## config.mk

```make
export PLATFORM = sky130hd
export DESIGN_NAME = axis_bram_adapter_v1_0_m00_axis_flat
export DESIGN_NICKNAME = d
export VERILOG_FILES = /design/src/rtl/axis_bram_adapter_v1_0_m00_axis_if.sv /design/src/rtl/axis_bram_adapter_v1_0_m00_axis.sv /design/src/flat_wrapper.sv
export SDC_FILE = /design/constraint.sdc
export NUM_CORES = 1
export LEC_CHECK = 0
export CORE_AREA = 5 5 106 108
export DETAILED_ROUTE_END_ITERATION = 16
export DIE_AREA = 0 0 111 113
export PLACE_DENSITY = 0.9
export SYNTH_ARGS = -nofsm -noshare
export SYNTH_HDL_FRONTEND = slang
export SYNTH_SLANG_ARGS = --single-unit
```

## constraint.sdc

```tcl
create_clock -name M_AXIS_ACLK -period 4.35 [get_ports M_AXIS_ACLK]
set_input_delay 0.87 -clock M_AXIS_ACLK [delete_from_list [all_inputs] [get_ports M_AXIS_ACLK]]
set_output_delay 0.87 -clock M_AXIS_ACLK [all_outputs]
set_load 0.1 [all_outputs]
```

## src/rtl/axis_bram_adapter_v1_0_m00_axis_if.sv

```systemverilog
// AXI4-Stream bundle driven by the BRAM-to-stream adapter.
// The master modport is the adapter's side; the slave modport is the downstream consumer's side.
interface axis_bram_adapter_v1_0_m00_axis_if #(
    parameter int DATA_WIDTH = 32
);
    logic                    TVALID;
    logic [DATA_WIDTH-1:0]   TDATA;
    logic [DATA_WIDTH/8-1:0] TSTRB;
    logic                    TLAST;
    logic                    TREADY;

    modport master (output TVALID, TDATA, TSTRB, TLAST, input TREADY);
    modport slave  (input TVALID, TDATA, TSTRB, TLAST, output TREADY);
endinterface

```

## src/rtl/axis_bram_adapter_v1_0_m00_axis.sv

```systemverilog
// Streams LEN consecutive BRAM words, starting at BASE_ADDR, out as one AXI4-Stream block.
// Reads are issued through a 2-entry {data,last} skid FIFO, so back-pressure never loses a BRAM word.
module axis_bram_adapter_v1_0_m00_axis #(
    parameter int C_M_AXIS_TDATA_WIDTH = 32,
    parameter int C_ADDR_WIDTH         = 10
) (
    input  logic                              M_AXIS_ACLK,
    input  logic                              M_AXIS_ARESETN,
    input  logic                              START,
    input  logic [C_ADDR_WIDTH-1:0]           BASE_ADDR,
    input  logic [C_ADDR_WIDTH:0]             LEN,
    output logic                              BUSY,
    output logic                              DONE,
    output logic                              BRAM_EN,
    output logic [C_ADDR_WIDTH-1:0]           BRAM_ADDR,
    input  logic [C_M_AXIS_TDATA_WIDTH-1:0]   BRAM_DOUT,
    axis_bram_adapter_v1_0_m00_axis_if.master M_AXIS
);

    localparam logic [C_ADDR_WIDTH-1:0] ADDR_ONE = C_ADDR_WIDTH'(1);
    localparam logic [C_ADDR_WIDTH:0]   CNT_ONE  = (C_ADDR_WIDTH + 1)'(1);

    typedef enum logic {S_IDLE, S_STREAM} state_t;

    state_t                          r_state;
    state_t                          w_nextState;
    logic [C_ADDR_WIDTH-1:0]         r_rdPtr;
    logic [C_ADDR_WIDTH:0]           r_readsLeft;
    logic [C_ADDR_WIDTH:0]           r_beatsLeft;
    logic                            r_inFlight;
    logic                            r_inFlightLast;
    logic [C_M_AXIS_TDATA_WIDTH-1:0] r_fifoData [2];
    logic                            r_fifoLast [2];
    logic                            r_head;
    logic                            r_tail;
    logic [1:0]                      r_count;
    logic                            r_done;

    logic                            w_start;
    logic                            w_valid;
    logic                            w_pop;
    logic                            w_lastPop;
    logic [2:0]                      w_occAfterPop;

    assign w_start   = START && (r_state == S_IDLE) && (LEN != '0);
    assign w_valid   = (r_count != 2'd0);
    assign w_pop     = w_valid && M_AXIS.TREADY;
    assign w_lastPop = w_pop && (r_beatsLeft == CNT_ONE);

    // Occupancy is taken net of this cycle's pop, so a full-rate stream keeps one read per beat in flight.
    assign w_occAfterPop = {1'b0, r_count} + {2'b00, r_inFlight} - {2'b00, w_pop};

    always_ff @(posedge M_AXIS_ACLK or negedge M_AXIS_ARESETN) begin
        if (!M_AXIS_ARESETN) begin
            r_state <= S_IDLE;
        end else begin
            r_state <= w_nextState;
        end
    end

    always_comb begin
        w_nextState = r_state;
        case (r_state)
            S_IDLE:   if (w_start)   w_nextState = S_STREAM;
            S_STREAM: if (w_lastPop) w_nextState = S_IDLE;
            default:                 w_nextState = S_IDLE;
        endcase
    end

    always_comb begin
        BUSY          = (r_state == S_STREAM);
        BRAM_EN       = (r_state == S_STREAM) && (r_readsLeft != '0) && (w_occAfterPop < 3'd2);
        BRAM_ADDR     = r_rdPtr;
        DONE          = r_done;
        M_AXIS.TVALID = w_valid;
        M_AXIS.TDATA  = r_fifoData[r_head];
        M_AXIS.TLAST  = r_fifoLast[r_head];
        M_AXIS.TSTRB  = '1;
    end

    // Read pointer/counters, the one-cycle BRAM read pipeline and the skid FIFO.
    always_ff @(posedge M_AXIS_ACLK or negedge M_AXIS_ARESETN) begin
        if (!M_AXIS_ARESETN) begin
            r_rdPtr        <= '0;
            r_readsLeft    <= '0;
            r_beatsLeft    <= '0;
            r_inFlight     <= 1'b0;
            r_inFlightLast <= 1'b0;
            r_fifoData[0]  <= '0;
            r_fifoData[1]  <= '0;
            r_fifoLast[0]  <= 1'b0;
            r_fifoLast[1]  <= 1'b0;
            r_head         <= 1'b0;
            r_tail         <= 1'b0;
            r_count        <= 2'd0;
            r_done         <= 1'b0;
        end else begin
            r_done <= w_lastPop;

            if (w_start) begin
                r_rdPtr     <= BASE_ADDR;
                r_readsLeft <= LEN;
            end else if (BRAM_EN) begin
                r_rdPtr     <= r_rdPtr + ADDR_ONE;
                r_readsLeft <= r_readsLeft - CNT_ONE;
            end

            if (w_start) begin
                r_beatsLeft <= LEN;
            end else if (w_pop) begin
                r_beatsLeft <= r_beatsLeft - CNT_ONE;
            end

            r_inFlight     <= BRAM_EN;
            r_inFlightLast <= BRAM_EN && (r_readsLeft == CNT_ONE);

            if (r_inFlight) begin
                r_fifoData[r_tail] <= BRAM_DOUT;
                r_fifoLast[r_tail] <= r_inFlightLast;
                r_tail             <= ~r_tail;
            end

            if (w_pop) begin
                r_head <= ~r_head;
            end

            case ({r_inFlight, w_pop})
                2'b10:   r_count <= r_count + 2'd1;
                2'b01:   r_count <= r_count - 2'd1;
                default: r_count <= r_count;
            endcase
        end
    end

endmodule

```

## src/flat_wrapper.sv

```systemverilog
// flat-port wrapper written by rule: the top's interface ports become plain ports
module axis_bram_adapter_v1_0_m00_axis_flat 
#(
    parameter int C_M_AXIS_TDATA_WIDTH = 32,
    parameter int C_ADDR_WIDTH         = 10
)
  (M_AXIS_ACLK, M_AXIS_ARESETN, START, BASE_ADDR, LEN, BUSY, DONE, BRAM_EN, BRAM_ADDR, BRAM_DOUT, M_AXIS_TVALID, M_AXIS_TDATA, M_AXIS_TSTRB, M_AXIS_TLAST, M_AXIS_TREADY);
  axis_bram_adapter_v1_0_m00_axis_if M_AXIS_i ();
  input  logic M_AXIS_ACLK;
  input  logic M_AXIS_ARESETN;
  input  logic START;
  input  logic [C_ADDR_WIDTH-1:0] BASE_ADDR;
  input  logic [C_ADDR_WIDTH:0] LEN;
  output logic BUSY;
  output logic DONE;
  output logic BRAM_EN;
  output logic [C_ADDR_WIDTH-1:0] BRAM_ADDR;
  input  logic [C_M_AXIS_TDATA_WIDTH-1:0] BRAM_DOUT;
  output wire logic [$bits(M_AXIS_i.TVALID)-1:0] M_AXIS_TVALID;
  output wire logic [$bits(M_AXIS_i.TDATA)-1:0] M_AXIS_TDATA;
  output wire logic [$bits(M_AXIS_i.TSTRB)-1:0] M_AXIS_TSTRB;
  output wire logic [$bits(M_AXIS_i.TLAST)-1:0] M_AXIS_TLAST;
  input wire logic [$bits(M_AXIS_i.TREADY)-1:0] M_AXIS_TREADY;
  assign M_AXIS_TVALID = M_AXIS_i.TVALID;
  assign M_AXIS_TDATA = M_AXIS_i.TDATA;
  assign M_AXIS_TSTRB = M_AXIS_i.TSTRB;
  assign M_AXIS_TLAST = M_AXIS_i.TLAST;
  assign M_AXIS_i.TREADY = M_AXIS_TREADY;
  axis_bram_adapter_v1_0_m00_axis #(.C_M_AXIS_TDATA_WIDTH(C_M_AXIS_TDATA_WIDTH), .C_ADDR_WIDTH(C_ADDR_WIDTH)) u_core (.M_AXIS_ACLK(M_AXIS_ACLK), .M_AXIS_ARESETN(M_AXIS_ARESETN), .START(START), .BASE_ADDR(BASE_ADDR), .LEN(LEN), .BUSY(BUSY), .DONE(DONE), .BRAM_EN(BRAM_EN), .BRAM_ADDR(BRAM_ADDR), .BRAM_DOUT(BRAM_DOUT), .M_AXIS(M_AXIS_i));
endmodule
```

==> metrics.md, run 1 <==
| Metric | Value |
|---|---|
| CTS tree | done |
| DRC violation count after routing | 0 |
| GRT overflow | 0 |
| Root buf cell | clkbuf_8 |
| Core Util, Final | 62.8% |
| Crit Path Class | in -> out |
| Post-Route WL | 11,400 um |
| Post-CTS setup buffers | 0 |
| H-Tree Depth | 3 |
| Initial Util | 50.1% |
| Clk_lat worst skew | 0.36 ns |
| Post-synth cell types | 50 |
| Cell Area, Synth | 5080 sq um |
| CP Data Arrival Time | 3.32 ns |
| Total CTS buffers | 9 |
| Via count | 3,619 |
| Worst slew pin tran | 1.05 ns |
| Synth Area per Inst | 12.2 sq um |
| # diodes | 0 |
| Slew Viols, Final | 0 |
| Num rows | 37 |
| Register area share after synthesis | 52.2% |
| Initial drt markers | 196 |
| Initial antenna violation count | 0 |
| DP Wirelength | 8220 um |
| 1st-pass router iterations | 4 |
| Synth area leaders | dfrtp_1 (52%), mux2_2 (22%), o21ai_0 (2.6%) |
| Clock buffer depth | 2 |
| Setup TNS Final | 0 ns |
| Number of nets with antenna violations after routing | 0 |
| Largest net degree at the start of global routing | 85 |
| Vias/cell | 5.49 |
| Flops & latches, synth | 106 |
| Period utilisation layout | 96.2% |
| Yosys warnings | 0 |
| Final setup vio count | 0 |
| HP Class | reg -> reg |
| Max-Cap Viols | 0 |
| Area share of the largest cell type after synthesis | 52.2% |
| Hold depth | 1 |
| Final hold violations | 0 |
| Core Area | 10,100 sq um |
| Hold Path End | u_core.r_fifoData[22] |
| Reg-to-reg endpoint | u_core.BRAM_ADDR[2] |
| Top FF cell, synth | dfrtp_1 |
| Nets | 584 |
| Startpoint of the worst hold path | u_core.r_fifoData[22] |
| Reg2Reg Depth | 10 |
| Global-route wire length before repair | 19,300 um |
| Die width | 111 um |
| Layout cells sized above 1 | 32.1% |
| Minimum clock period after layout | 4.19 ns |
| Area delta synth->final | 25.3% |
| Final Skew | 0.00849 ns |
| Ports | 108 |
| Setup repair after global routing missed its margin | no |
| Worst slack at placement | 0.109 ns |
| Asr flop ratio synth | 100% |
| Post-route setup slack | 0.164 ns |
| WL/cell | 17.3 um |
| Post-synth top area cell | dfrtp_1 |
| Clock Sinks | 106 |
| Slew headroom | 30.0% |
| Outcome | finished clean |
| EDFF count, synth | 0 |
| Most numerous cell in the Yosys netlist | dfrtp_1 |
| PortBufs | 103 |
| R2r setup slk | 0.93 ns |
| Gpl congestion | 0.809 |
| Fillers | 799 |
| Number of global-route vias before repair | 3,895 |
| Clock slew at reported path FFs | 0.09 ns |
| Height of the chip | 113 um |
| Crit end category | primary output |
| Post-synth top cells | dfrtp_1 (106), mux2_2 (99), o21ai_0 (26) |
| Fmax | 239 MHz |
| CP Launch Type | input port |
| Die area | 12,500 sq um |
| Reg2reg start | u_core.r_count[1] |
| GRT Total Usage | 18.7% |
| Mapped Cells | 415 |
| Critical Path RT | 3.48 ns |
| Largest fanout on the critical path | 6 |
metal layers:
metal  global-route usage (%)  wire, um  up-vias
li1                         -         -     1691
met1                     25.2      5180     1803
met2                     31.5      5520      117
met3                     4.49       598        8
met4                     3.20       111        0
met5                        0         0        -
placed cells by master, fill, tap and decap left out, types with 2 or more instances in the layout:
| cell type | instances |
|---|---|
| dfrtp_1 | 106 |
| mux2_2 | 99 |
| clkdlybuf4s50_1 | 68 |
| buf_4 | 41 |
| o21ai_0 | 26 |
| nand2_1 | 18 |
| inv_1 | 14 |
| nor3_1 | 14 |
| nor2_1 | 14 |
| or3_1 | 11 |
| clkbuf_8 | 10 |
| xnor2_1 | 9 |
| xor2_1 | 8 |
| ha_1 | 8 |
| nand3_1 | 7 |
| a21oi_1 | 6 |
| a221o_1 | 6 |
| o211ai_1 | 5 |
| a21o_1 | 4 |
| conb_1 | 4 |
| nor4_1 | 3 |
| nand2b_1 | 2 |
| o21ai_1 | 2 |
| and3_1 | 2 |
| o311ai_0 | 2 |
| nor3b_1 | 2 |
| or4_1 | 2 |
| clkinvlp_4 | 2 |
flip-flops by register name (all words and copies together) (netlist names):
signal / count
u_core.r_fifoLast: 2
u_core.r_beatsLeft: 11
u_core.r_readsLeft: 11
u_core.BUSY: 1
u_core.r_inFlight: 1
u_core.DONE: 1
u_core.r_inFlightLast: 1
u_core.BRAM_ADDR: 10
u_core.r_count: 2
u_core.r_tail: 1
u_core.r_fifoData: 64
u_core.r_head: 1
cell families (layout without fill, tap and decap cells):
family	after synthesis	after routing	synth area share [%]
flops	106	106	52.2
mux	99	99	21.9
simple gates	85	85	9.16
compound gates	62	62	8.08
buf+inv	36	141	3.25
xor+xnor	17	17	2.93
fa+ha+maj	9	9	2.36
other cells	1	4	0.0738
worst max-delay path by stage:
stage	start	end	slack (ns)	cells past startpoint
floorplan	M_AXIS_TREADY	BRAM_EN	0.56	9
global placement	M_AXIS_TREADY	BRAM_EN	0.19	11
detailed placement	M_AXIS_TREADY	BRAM_EN	0.11	11
CTS	M_AXIS_TREADY	BRAM_EN	0.09	11
global route	M_AXIS_TREADY	BRAM_EN	0.01	11
finish	M_AXIS_TREADY	BRAM_EN	0.16	11
per-stage QoR:
step                      std cells  cell area, sq um  hold slack, ns
final                           659              6370           0.509
after global routing            659              6370           0.520
after CTS                       659              6360           0.511
after detailed placement        643              6180           0.488
after global placement          643              6180           0.481
after floorplan                 418              5090           0.460
worst max-delay path, stage by stage:
cell and delay [ns]:
clkdlybuf4s50_1 0.42, o21ai_1 0.19, inv_1 0.13, ha_1 0.36
nand2b_1 0.17, fa_1 0.39, xnor2_1 0.19, and3_2 0.28
nand2_8 0.06, inv_4 0.09, buf_12 0.17
final cells by class:
cell class | count | area (sq um) | share of cell area [%]
Sequential cell | 106 | 2650 | 41.7
Multi-Input combinational cell | 276 | 2290 | 36.0
Timing Repair Buffer | 110 | 1010 | 15.8
Tap cell | 136 | 170 | 2.67
Clock buffer | 10 | 138 | 2.16
Inverter | 15 | 58.8 | 0.924
Clock inverter | 6 | 48.8 | 0.767
timing repair:
| action | 4_1_cts | 5_1_grt |
|---|---|---|
| endpoints found under the setup margin | 0 | 1 |
| hold buffers | 0 | 0 |
| gates resized for setup | 0 | 1 |
Power of run 1 is not shown: default switching activity piles up to over one toggle a cycle in this logic, so the estimate is an artifact.
==> run 2, diff against run 1 <==
--- a/config.mk
+++ b/config.mk
@@ -5,7 +5,9 @@
 export SDC_FILE = /design/constraint.sdc
 export NUM_CORES = 1
 export LEC_CHECK = 0
+export CAP_MARGIN = 15
 export CORE_AREA = 5 5 106 108
+export CTS_CLUSTER_DIAMETER = 100
 export DETAILED_ROUTE_END_ITERATION = 16
 export DIE_AREA = 0 0 111 113
 export PLACE_DENSITY = 0.9
==> run 2 against run 1 <==
Against the previous run:
- worst hold slack worse by 0.10 ns
- die area unchanged
- clock-buffer cell count unchanged
- final cell count up 0.15%
- sequential share of layout area fell by 0.18 points
- critical path type unchanged
==> metrics.md, run 2 (synthesized netlist as in run 1, its figures left out) <==
| Metric | Value |
|---|---|
| Clock buffer depth | 2 (unchanged) |
| CP Data Arrival Time | 3.32 ns (about the same) |
| CP delay by family, top | buffers and inverters |
| Largest net degree at the start of global routing | 85 (unchanged) |
| H-Tree Depth | 3 (unchanged) |
| Critical path's slowest cell | clkdlybuf4s50_1 |
| Post-Route WL | 11,500 um (+0.42%) |
| DRC violation count after routing | 0 (unchanged) |
| Setup repair after global routing missed its margin | no |
| Height of the chip | 113 um (unchanged) |
| CP Cell Sequence | clkdlybuf4s50_1 > o21ai_1 > inv_1 > ha_1 > nand2b_1 > fa_1 > xnor2_1 > and3_2 > nand2_8 > inv_4 > buf_12 |
| DP Wirelength | 8220 um (unchanged) |
| Layout cells sized above 1 | 32.3% (+0.13 points) |
| PortBufs | 103 (unchanged) |
| Ports | 108 (unchanged) |
| Outcome | finished clean |
| CP Launch Type | input port |
| Most frequent cells in the layout | dfrtp_1 (106), mux2_2 (99), clkdlybuf4s50_1 (68) |
| GRT Total Usage | 18.7% (unchanged) |
| Total CTS buffers | 9 (unchanged) |
| Worst slack at placement | 0.109 ns (unchanged) |
| Fmax | 239 MHz (about the same) |
| Max stage delay on crit path | 0.42 ns (about the same) |
| Crit Path Class | in -> out |
| Max-Cap Viols | 0 (unchanged) |
| Initial Util | 50.1% (unchanged) |
| Slew headroom | 32.1% (+2.1 points) |
| Worst path bufs/invs | 4 (unchanged) |
| Final hold violations | 0 (unchanged) |
| Gpl congestion | 0.809 (unchanged) |
| # diodes | 0 (unchanged) |
| Post-route setup slack | 0.163 ns (-0.000838 ns) |
| R2r setup slk | 0.92 ns (about the same) |
| GRT overflow | 0 (unchanged) |
| Commonest non-fill, non-tap cell in the layout | dfrtp_1 |
| Minimum clock period after layout | 4.19 ns (+0.000838 ns) |
| Die area | 12,500 sq um (unchanged) |
| 1st-pass router iterations | 5 (+1) |
| Vias/cell | 5.52 (+0.48%) |
| Slew Viols, Final | 0 (unchanged) |
| Clk_lat worst skew | 0.35 ns (about the same) |
| Worst slew pin tran | 1.02 ns (-0.0335 ns) |
| Largest regs | u_core.r_fifoData x64, u_core.r_beatsLeft x11, u_core.r_readsLeft x11 |
| Reg2reg start | u_core.r_count[1] |
| Clock Sinks | 106 (unchanged) |
| Final Skew | 0.00559 ns (-0.00290 ns) |
| Reg-to-reg endpoint | u_core.BRAM_ADDR[2] |
| Die width | 111 um (unchanged) |
| Most flops, register | u_core.r_fifoData |
| Clock slew at reported path FFs | 0.10 ns (about the same) |
| Initial antenna violation count | 0 (unchanged) |
| Nets | 585 (+0.17%) |
| HP Class | in -> async |
| WP depth | 11 (unchanged) |
| Largest fanout on the critical path | 6 (unchanged) |
| Period utilisation layout | 96.3% (about the same) |
| Number of global-route vias before repair | 3,895 (unchanged) |
| Global-route wire length before repair | 19,300 um (unchanged) |
| Reg2Reg Depth | 10 (unchanged) |
| Setup TNS Final | 0 ns (unchanged) |
| Root buf cell | clkbuf_8 |
| Max FFs per register | 64 (unchanged) |
| Core Area | 10,100 sq um (unchanged) |
| Area delta synth->final | 25.8% |
| Initial drt markers | 181 (-7.7%) |
| Final setup vio count | 0 (unchanged) |
| Crit end category | primary output |
| CTS tree | done |
| Via count | 3,642 (+0.64%) |
| Number of nets with antenna violations after routing | 0 (unchanged) |
| WL/cell | 17.4 um (+0.27%) |
| Post-CTS setup buffers | 0 (unchanged) |
| Cts hold-fix bufs | 0 (unchanged) |
| Num rows | 37 (unchanged) |
| Critical Path RT | 3.48 ns (about the same) |
==> run 2: layout make-up <==
cell class                 count  area [sq um]
timing repair buffer         111          1040
fill                         797          3740
clock buffer                  10           138
tap                          136           170
sequential                   106          2650
multi-input combinational    276          2290
clock inverter                 6          48.8
inverter                      15          58.8
==> run 2: metal layers <==
| metal | track usage [%] | part of all wire, % | wire length [um] | vias up |
|---|---|---|---|---|
| li1 | - | - | - | 1698 |
| met1 | 25.2 | 45 | 5210 | 1817 |
| met2 | 31.5 | 48 | 5560 | 118 |
| met3 | 4.49 | 5.4 | 616 | 9 |
| met4 | 3.20 | 0.75 | 86 | 0 |
| met5 | 0 | 0 | 0 | - |
==> run 2: per-stage QoR <==
stage / util, % / instances / hold slack, ns / area (sq um)
after global routing: 63.1 / 660 / 0.399 / 6390
after detailed placement: 60.9 / 643 / 0.488 / 6180
after floorplan: - / 418 / 0.460 / 5090
final: 63.1 / 660 / 0.404 / 6390
after global placement: 60.9 / 643 / 0.481 / 6180
after CTS: 62.8 / 659 / 0.511 / 6360
==> run 2: worst max path at each step <==
stage             startpoint  endpoint  slack, ns
3_5_place_dp   M_AXIS_TREADY   BRAM_EN       0.11
5_1_grt        M_AXIS_TREADY   BRAM_EN       0.01
6_report       M_AXIS_TREADY   BRAM_EN       0.16
3_3_place_gp   M_AXIS_TREADY   BRAM_EN       0.19
4_1_cts        M_AXIS_TREADY   BRAM_EN       0.09
2_1_floorplan  M_AXIS_TREADY   BRAM_EN       0.56
==> run 2: worst reg2reg max path: stages, from the launching register on <==
cell,delay (ns)
dfrtp_1,0.48
o21ai_1,0.32
inv_1,0.13
ha_1,0.36
nand2b_1,0.17
fa_1,0.39
xnor2_1,0.19
nand3_1,0.17
o21ai_1,0.59
o21ai_0,0.20
a221o_1,0.32
==> run 2: timing repair <==
item	4_1_cts	5_1_grt
hold endpoints to repair	0	0
resized for setup	0	1
endpoints found under the setup margin	0	1
Power of run 2 is left out for the same reason.
